===== src/rtl/csi2_packet_parser.sv =====
// CSI-2 packet parser for a merged 2-lane byte stream.
// Decodes headers, emits sync pulses, forwards pixel payload, strips CRC.
module csi2_packet_parser #(
  parameter logic [5:0] PIX_DT  = 6'h2B,
  parameter logic [3:0] VC_MASK = 4'b1111
) (
  input  logic        byte_clk,
  input  logic        reset,
  input  logic        in_valid,
  input  logic [15:0] in_data,
  output logic        frame_start,
  output logic        frame_end,
  output logic        line_start,
  output logic        line_end,
  output logic [15:0] frame_num,
  output logic [5:0]  pkt_dt,
  output logic [1:0]  pkt_vc,
  output logic [15:0] pkt_wc,
  output logic [7:0]  pkt_ecc,
  output logic        pix_valid,
  output logic [15:0] pix_data,
  output logic [1:0]  pix_be,
  output logic        pix_last,
  output logic        err_trunc,
  output logic        busy
);

  typedef enum logic [2:0] {
    S_IDLE,
    S_HDR1,
    S_PAY,
    S_CRC2,
    S_CRC1,
    S_EOT
  } state_e;

  state_e      state_q, state_d;
  logic [15:0] w0_q, w0_d;
  logic [15:0] rem_q, rem_d;
  logic        fwd_q, fwd_d;

  logic        fs_q, fs_d;
  logic        fe_q, fe_d;
  logic        ls_q, ls_d;
  logic        le_q, le_d;
  logic [15:0] fnum_q, fnum_d;
  logic [5:0]  dt_q, dt_d;
  logic [1:0]  vc_q, vc_d;
  logic [15:0] wc_q, wc_d;
  logic [7:0]  ecc_q, ecc_d;
  logic        pv_q, pv_d;
  logic [15:0] pd_q, pd_d;
  logic [1:0]  pbe_q, pbe_d;
  logic        pl_q, pl_d;
  logic        tr_q, tr_d;

  logic [5:0]  hdr_dt;
  logic [1:0]  hdr_vc;
  logic [15:0] hdr_wc;
  logic        hdr_acc;

  assign hdr_dt  = w0_q[5:0];
  assign hdr_vc  = w0_q[7:6];
  assign hdr_wc  = {in_data[7:0], w0_q[15:8]};
  assign hdr_acc = VC_MASK[hdr_vc];

  // State register and all registered outputs.
  always_ff @(posedge byte_clk or negedge reset) begin
    if (!reset) begin
      state_q <= S_IDLE;
      w0_q    <= '0;
      rem_q   <= '0;
      fwd_q   <= 1'b0;
      fs_q    <= 1'b0;
      fe_q    <= 1'b0;
      ls_q    <= 1'b0;
      le_q    <= 1'b0;
      fnum_q  <= '0;
      dt_q    <= '0;
      vc_q    <= '0;
      wc_q    <= '0;
      ecc_q   <= '0;
      pv_q    <= 1'b0;
      pd_q    <= '0;
      pbe_q   <= '0;
      pl_q    <= 1'b0;
      tr_q    <= 1'b0;
    end else begin
      state_q <= state_d;
      w0_q    <= w0_d;
      rem_q   <= rem_d;
      fwd_q   <= fwd_d;
      fs_q    <= fs_d;
      fe_q    <= fe_d;
      ls_q    <= ls_d;
      le_q    <= le_d;
      fnum_q  <= fnum_d;
      dt_q    <= dt_d;
      vc_q    <= vc_d;
      wc_q    <= wc_d;
      ecc_q   <= ecc_d;
      pv_q    <= pv_d;
      pd_q    <= pd_d;
      pbe_q   <= pbe_d;
      pl_q    <= pl_d;
      tr_q    <= tr_d;
    end
  end

  // Next-state decode: header capture, payload counting, CRC strip.
  always_comb begin
    state_d = state_q;
    w0_d    = w0_q;
    rem_d   = rem_q;
    fwd_d   = fwd_q;
    fs_d    = 1'b0;
    fe_d    = 1'b0;
    ls_d    = 1'b0;
    le_d    = 1'b0;
    fnum_d  = fnum_q;
    dt_d    = dt_q;
    vc_d    = vc_q;
    wc_d    = wc_q;
    ecc_d   = ecc_q;
    pv_d    = 1'b0;
    pd_d    = '0;
    pbe_d   = 2'b00;
    pl_d    = 1'b0;
    tr_d    = 1'b0;

    unique case (state_q)
      S_IDLE: begin
        if (in_valid) begin
          w0_d    = in_data;
          state_d = S_HDR1;
        end
      end

      S_HDR1: begin
        if (in_valid) begin
          dt_d  = hdr_dt;
          vc_d  = hdr_vc;
          wc_d  = hdr_wc;
          ecc_d = in_data[15:8];
          if (hdr_dt <= 6'h0F) begin
            fs_d = hdr_acc && (hdr_dt == 6'h00);
            fe_d = hdr_acc && (hdr_dt == 6'h01);
            ls_d = hdr_acc && (hdr_dt == 6'h02);
            le_d = hdr_acc && (hdr_dt == 6'h03);
            if (hdr_acc && (hdr_dt <= 6'h01)) begin
              fnum_d = hdr_wc;
            end
            state_d = S_EOT;
          end else if (hdr_wc == 16'd0) begin
            fwd_d   = 1'b0;
            state_d = S_CRC2;
          end else begin
            rem_d   = hdr_wc;
            fwd_d   = hdr_acc && (hdr_dt == PIX_DT);
            state_d = S_PAY;
          end
        end else begin
          tr_d    = 1'b1;
          state_d = S_IDLE;
        end
      end

      S_PAY: begin
        if (in_valid) begin
          pv_d = fwd_q;
          if (rem_q > 16'd2) begin
            pd_d  = fwd_q ? in_data : 16'h0000;
            pbe_d = fwd_q ? 2'b11 : 2'b00;
            rem_d = rem_q - 16'd2;
          end else if (rem_q == 16'd2) begin
            pd_d    = fwd_q ? in_data : 16'h0000;
            pbe_d   = fwd_q ? 2'b11 : 2'b00;
            pl_d    = fwd_q;
            rem_d   = '0;
            state_d = S_CRC2;
          end else begin
            // High byte of this word is CRC byte 0.
            pd_d    = fwd_q ? {8'h00, in_data[7:0]} : 16'h0000;
            pbe_d   = fwd_q ? 2'b01 : 2'b00;
            pl_d    = fwd_q;
            rem_d   = '0;
            state_d = S_CRC1;
          end
        end else begin
          tr_d    = 1'b1;
          rem_d   = '0;
          state_d = S_IDLE;
        end
      end

      S_CRC2, S_CRC1: begin
        if (in_valid) begin
          state_d = S_EOT;
        end else begin
          tr_d    = 1'b1;
          state_d = S_IDLE;
        end
      end

      S_EOT: begin
        if (!in_valid) begin
          state_d = S_IDLE;
        end
      end

      default: begin
        state_d = S_IDLE;
      end
    endcase
  end

  assign frame_start = fs_q;
  assign frame_end   = fe_q;
  assign line_start  = ls_q;
  assign line_end    = le_q;
  assign frame_num   = fnum_q;
  assign pkt_dt      = dt_q;
  assign pkt_vc      = vc_q;
  assign pkt_wc      = wc_q;
  assign pkt_ecc     = ecc_q;
  assign pix_valid   = pv_q;
  assign pix_data    = pd_q;
  assign pix_be      = pbe_q;
  assign pix_last    = pl_q;
  assign err_trunc   = tr_q;
  assign busy        = (state_q != S_IDLE);

endmodule


===== config.mk =====
export PLATFORM = sky130hd
export DESIGN_NAME = csi2_packet_parser
export DESIGN_NICKNAME = d
export VERILOG_FILES = /design/src/rtl/csi2_packet_parser.sv
export SDC_FILE = /design/constraint.sdc
export NUM_CORES = 1
export LEC_CHECK = 0
export CORE_MARGIN = 10
export CORE_UTILIZATION = 30
export CTS_BUF_LIST = sky130_fd_sc_hd__clkbuf_4 sky130_fd_sc_hd__clkbuf_8
export CTS_CLUSTER_SIZE = 24
export DETAILED_ROUTE_END_ITERATION = 7
export SLEW_MARGIN = 20
export SYNTH_ARGS = -nofsm -noshare
export SYNTH_HDL_FRONTEND = slang
export SYNTH_SLANG_ARGS = --single-unit

===== constraint.sdc =====
create_clock -name byte_clk -period 2.2 [get_ports byte_clk]
set_input_delay 0.44 -clock byte_clk [delete_from_list [all_inputs] [get_ports byte_clk]]
set_output_delay 0.44 -clock byte_clk [all_outputs]
set_load 0.05 [all_outputs]

==> impl_metrics.tcl, run 1 <==
set metrics [dict create \
    status "complete, no violations" \
    synth.avg_cell_area_um2 13.0 \
    fin_skew_ns 0.0143 \
    port_buffers 92 \
    postCtsSetupRepairBufs 0 \
    synth_nets 372 \
    cts_tree "done" \
    ys_ff_latch 108 \
    cts_buffer_depth 2 \
    synth.most_common_cell "dfrtp_1" \
    post-route-worst-setup-slack_ns 0.102 \
    muxShareOfSynthArea_pct 15.8 \
    max-slew-margin-rel_pct 47.1 \
    grt_pass1_wl_mm 19.7 \
    crit_required_ns 2.47 \
    ff2ff_path_depth 6 \
    hpwl_mm 9.18 \
    worst_ep_arrival_time_ns 2.37 \
    n_antenna_cell 0 \
    die_h_um 143 \
    synth_commonest_cells "108 x dfrtp_1, 64 x mux2_2, 18 x nand2_1" \
    grt_overflow_total 0 \
    finalCriticalPeriod_ns 2.10 \
    hold_class "input pin to async pin" \
    crit_type "register to register" \
    stdcell_area_um2 6140 \
    fmax_mhz 477 \
    layout.cells.non_filler 670 \
    synth_top_family_by_area "multiplexers" \
    via_count 3255 \
    synth_simple_gate_area_share_pct 12.6 \
    fin_nets 497 \
    coreArea_um2 15000 \
    synth_edf_count 0 \
    antenna_found_initial 0 \
    totalWireLength_mm 12.4 \
    vdd_drop_max_mv 0.753 \
    placement.cell_area_um2 5930 \
    max_cap_violations 0 \
    synthAdderAreaFrac_pct 0.274 \
    area_growth_pct 34.5 \
    dieArea_um2 20500 \
    synth_area_leaders "dfrtp_1 59%, mux2_2 16%, and2_4 1.5%, o2bb2ai_1 1.5%, nand2_1 1.5%" \
    drive_gt1_share_pct 29.9 \
    place.gp.congestion 0.867 \
    yosysWarnings 0 \
    syn_area_um2 4560 \
    avgViaCountPerCell 4.86 \
    r2r-end "pix_data[12]" \
    worst_setup_path_start_kind "register" \
    slew_violations 0 \
    rsz0062_at_grt "no" \
    grt.total_usage_pct 12.6 \
    htree_levels 3 \
    p_total_mw 9.20 \
    p_leak_nw 2.65 \
    grt_pass1_vias 3468 \
    period_share_pct 95.3 \
    r2r_slack_ns 0.10 \
    cts_resized 0 \
    drtIter0Drc 226 \
    ys_seq_area_share_pct 59.2 \
    pre_cts_ws_ns -0.228 \
    start_util_pct 30.4 \
    ys.flop_type "dfrtp_1" \
    worstMarginPinSlew_ns 0.793 \
    tns_ns 0 \
    clock_latency_ns 0.38 \
    setup.worst_path.end_class "register" \
    cts-buffers-inserted 9 \
    worstReg2RegStart "rem_q[10]" \
    placed_cells 654 \
    synth.largest_area_cell "dfrtp_1" \
    cp_max_fo 9 \
    path_clk_slew_ns 0.10 \
    holdWs_ns 0.0197 \
    yosys.cell_types.count 48 \
    rows 45 \
    cts-hold-fix-buffers 0 \
    ioPinCount 93 \
    die_w_um 143 \
    grt_start_max_net_pins 39 \
    synth_xor_area_share_pct 0 \
    cts_root_buf "clkbuf_8" \
    cts_sinks 108 \
    drc 0 \
    power_density_nw_per_um2 1500 \
    synth_top_area_share_pct 59.2 \
    firstDrtPassIters 5 \
    synth_compound_area_share_pct 8.99 \
    hold_viol_final 0 \
    detail-route-antenna-nets 0 \
    synthCells 352 \
    wl_per_cell_um 18.5 \
    final-setup-viol-count 0 \
    async_flop_share_pct 100 \
    fin_util_pct 40.8 \
]
metal layers:
metal | vias up | GRT usage (%) | wire length [um]
met2 | 92 | 19.6 | 5910
met3 | 16 | 4.13 | 958
met5 | - | 0 | 0
met4 | 0 | 5.59 | 263
met1 | 1629 | 15.6 | 5280
li1 | 1518 | - | -
cells in the final DEF, fill, tap and decap left out, drive strengths merged, types with 7 or more instances in the layout:
| cell type | n |
|---|---|
| nor4 | 7 |
| mux2 | 64 |
| and2 | 18 |
| dfrtp | 108 |
| o2bb2ai | 8 |
| buf | 43 |
| a21oi | 7 |
| nand2 | 18 |
| clkbuf | 11 |
| clkdlybuf4s50 | 90 |
| nor3 | 14 |
| inv | 7 |
| o21ai | 18 |
| nor2 | 16 |
worst max path at each step:
stage	slack, ns	to	cells past startpoint	startpoint
6_report	0.10	pix_data[12]	6	rem_q[10]
5_1_grt	0.009	rem_q[15]	7	rem_q[2]
4_1_cts	0.03	rem_q[2]	6	rem_q[10]
3_5_place_dp	-0.23	rem_q[8]	6	in_data[7]
3_3_place_gp	-0.21	rem_q[5]	6	in_data[7]
2_1_floorplan	0.28	frame_num[10]	7	state_q[1]
area by class of cell:
cell class                      instances  area (um2)
Clock buffer                           11         151
Clock inverter                          5        58.8
Fill cell                            1437        8890
Inverter                                6        22.5
Multi-Input combinational cell        219        1720
Sequential cell                       108        2700
Tap cell                              188         235
Timing Repair Buffer                  133        1250
cells by family (layout without fill, tap and decap cells):
kind of cell	Yosys count	in the layout
simple gates	96	96
buf+inv	25	155
fa+ha+maj	1	1
flops	108	108
mux	64	64
compound gates	58	58
where the power goes:
group / internal [mW] / switching (mW) / total (mW)
logic: 1.91 / 2.69 / 4.60
registers: 2.71 / 0.635 / 3.34
clock network: 0.590 / 0.674 / 1.26
state kept, by name, indices dropped and copies added, names as in the netlist, 2 cells and up:
name	cells
w0_q	16
pkt_wc	16
pkt_ecc	8
pix_data	16
frame_num	16
pkt_vc	2
state_q	3
rem_q	16
pkt_dt	6
worst max-delay path: stages, from the launching register on:
cell and delay [ns]:
dfrtp_1 0.39, or3_4 0.41, buf_4 0.16, or4_4 0.51, nor2_2 0.12, nor2b_1 0.18
and2_4 0.22
Note: power is estimated with default switching activity, not from simulation.
==> inputs of run 2 (changes only) <==
CAP_MARGIN = 20   (was unset)
==> results of run 2 <==
No change in the layout: final DEF, timing and power equal those of run 1.
==> inputs of run 3 (changes only) <==
==> constraint.sdc (replaced) <==
create_clock -name byte_clk -period 2.2 [get_ports byte_clk]
set_input_delay 0.44 -clock byte_clk [delete_from_list [all_inputs] [get_ports byte_clk]]
set_output_delay 0.44 -clock byte_clk [all_outputs]
set_load 0.01 [all_outputs]
==> run 3 against run 2 <==
Largest power group unchanged; fmax down 1.3%; core utilization up 0.34 points; sequential power about the same; highest routed layer unchanged; design area up 0.84%; first-iteration DRC count down 9.3%; power down 12%; final cell count up 0.45%; count of clock-buffer cells in the layout unchanged; clock power up 9.5%; critical path depth unchanged.
==> impl_metrics.tcl, run 3 (synthesis gave the netlist of run 1 again) <==
set metrics [dict create \
    status "complete, no violations" \
    grt.total_usage_pct 12.8 \
    vdd_drop_max_mv 0.553 \
    fin_skew_ns 0.0175 \
    fmax_mhz 471 \
    grt_overflow_total 0 \
    slew_violations 0 \
    clock_latency_ns 0.39 \
    period_share_pct 96.6 \
    crit_required_ns 2.48 \
    placement.cell_area_um2 5950 \
    htree_levels 3 \
    n_antenna_cell 0 \
    hpwl_mm 9.20 \
    drc 0 \
    crit_type "register to register" \
    firstDrtPassIters 4 \
    crit_buf_inv 1 \
    final_cell_mix "107 x dfrtp_1, 90 x clkdlybuf4s50_1, 64 x mux2_2" \
    drive_gt1_share_pct 30.5 \
    worstReg2RegStart "rem_q[10]" \
    wl_per_cell_um 18.8 \
    cts_sinks 108 \
    p_leak_nw 2.67 \
    detail-route-antenna-nets 0 \
    crit_family "simple AND/OR/NAND/NOR gates" \
    totalWireLength_mm 12.7 \
    grt_pass1_vias 3583 \
    rsz0062_at_grt "no" \
    final-setup-viol-count 0 \
    cts_buffer_depth 2 \
    combPwrFrac_pct 41.9 \
    slowest_delay_ns 0.52 \
    place.gp.congestion 0.880 \
    hold_viol_final 0 \
    ioPinCount 93 \
    grt_pass1_wl_mm 20.2 \
    worst_setup_path_start_kind "register" \
    fin_nets 500 \
    placed_cells 657 \
    drtIter0Drc 205 \
    r2r_slack_ns 0.07 \
    path_cells "or3_4 > buf_4 > or4_4 > nor2_2 > nor2b_1 > and2_4" \
    cp_slowest_cell "or4_4" \
    via_count 3337 \
    max-slew-margin-rel_pct 44.4 \
    max_cap_violations 0 \
    cts_tree "done" \
    avgViaCountPerCell 4.96 \
    ff2ff_path_depth 6 \
    dieArea_um2 20500 \
    grt_start_max_net_pins 55 \
    port_buffers 92 \
    worstMarginPinSlew_ns 0.833 \
    rows 45 \
    setup.worst_path.end_class "register" \
    layout.cells.non_filler 673 \
    coreArea_um2 15000 \
    start_util_pct 30.4 \
    die_h_um 143 \
    final_common_cell "dfrtp_1" \
    p_switching_mw 2.77 \
    internal_power_mw 5.34 \
    clockPowerShare_pct 17.0 \
    power_density_nw_per_um2 1310 \
    pwr-share-seq_pct 41.1 \
    cts_root_buf "clkbuf_8" \
    worst_ep_arrival_time_ns 2.40 \
    antenna_found_initial 0 \
    fill_cells 1427 \
    p_sw_share_pct 34.1 \
    stdcell_area_um2 6190 \
    cp_max_fo 9 \
    holdWs_ns 0.0195 \
    r2r-end "pix_data[15]" \
    die_w_um 143 \
    cts-hold-fix-buffers 0 \
    finalCriticalPeriod_ns 2.13 \
    path_clk_slew_ns 0.11 \
    hold_class "input pin to async pin" \
    cts-buffers-inserted 9 \
    area_growth_pct 35.6 \
]
## run 3: layer usage
layer	up-vias	routed length, um	GRT usage (%)
met5	-	0	0
met4	0	227	4.30
met3	13	810	4.46
met2	84	6020	20.4
met1	1717	5600	15.8
li1	1523	-	-
## run 3: what timing repair did
| action | in CTS | in global routing |
|---|---|---|
| setup buffers | 0 | 0 |
| setup endpoints to repair | 2 | 1 |
| gates resized for setup | 3 | 1 |
## run 3: worst max path at each step
stage / start / end / slack, ns / cells after the start
finish: rem_q[10] / pix_data[15] / 0.07 / 6
CTS: rem_q[10] / pix_data[15] / 0.07 / 6
detailed placement: in_data[7] / rem_q[5] / -0.24 / 6
global route: rem_q[10] / pix_data[11] / 0.02 / 6
floorplan: state_q[1] / frame_num[10] / 0.28 / 7
global placement: in_data[7] / rem_q[14] / -0.24 / 7
## run 3: worst register-to-register path, stage by stage (launching register included)
cell     delay [ns]
dfrtp_1        0.40
or3_4          0.41
buf_4          0.16
or4_4          0.52
nor2_2         0.11
nor2b_1        0.18
and2_4         0.23
## run 3: final cells by class
class	instances	area, um2	share of cell area (%)
flip-flops and latches	108	2700	43.7
repair buffers	136	1270	20.6
clock buffers	11	145	2.34
multi-input cells	219	1730	27.9
inverters	6	22.5	0.364
clock inverters	5	85.1	1.37
well taps	188	235	3.80
## run 3: stage by stage
step / power [mW] / setup WS (ns) / setup TNS (ns) / utilization [%]
detailed placement: 6.80 / -0.242 / -5.82 / 39.6
finish: 8.11 / 0.0748 / 0 / 41.2
CTS: 8.21 / 0.0732 / 0 / 41.1
global route: 8.67 / 0.0203 / 0 / 41.2
floorplan: 5.10 / 0.277 / 0 / -
global placement: 6.71 / -0.238 / -4.77 / 39.6
## run 3: power groups by stage
stage                     sequential [mW]  clock (mW)  combinational [mW]
after floorplan                      3.38           0                1.71
after global placement               3.34           0                3.38
after detailed placement             3.37           0                3.43
after CTS                            3.34        1.43                3.44
after global routing                 3.46        1.51                3.70
final                                3.33        1.38                3.40
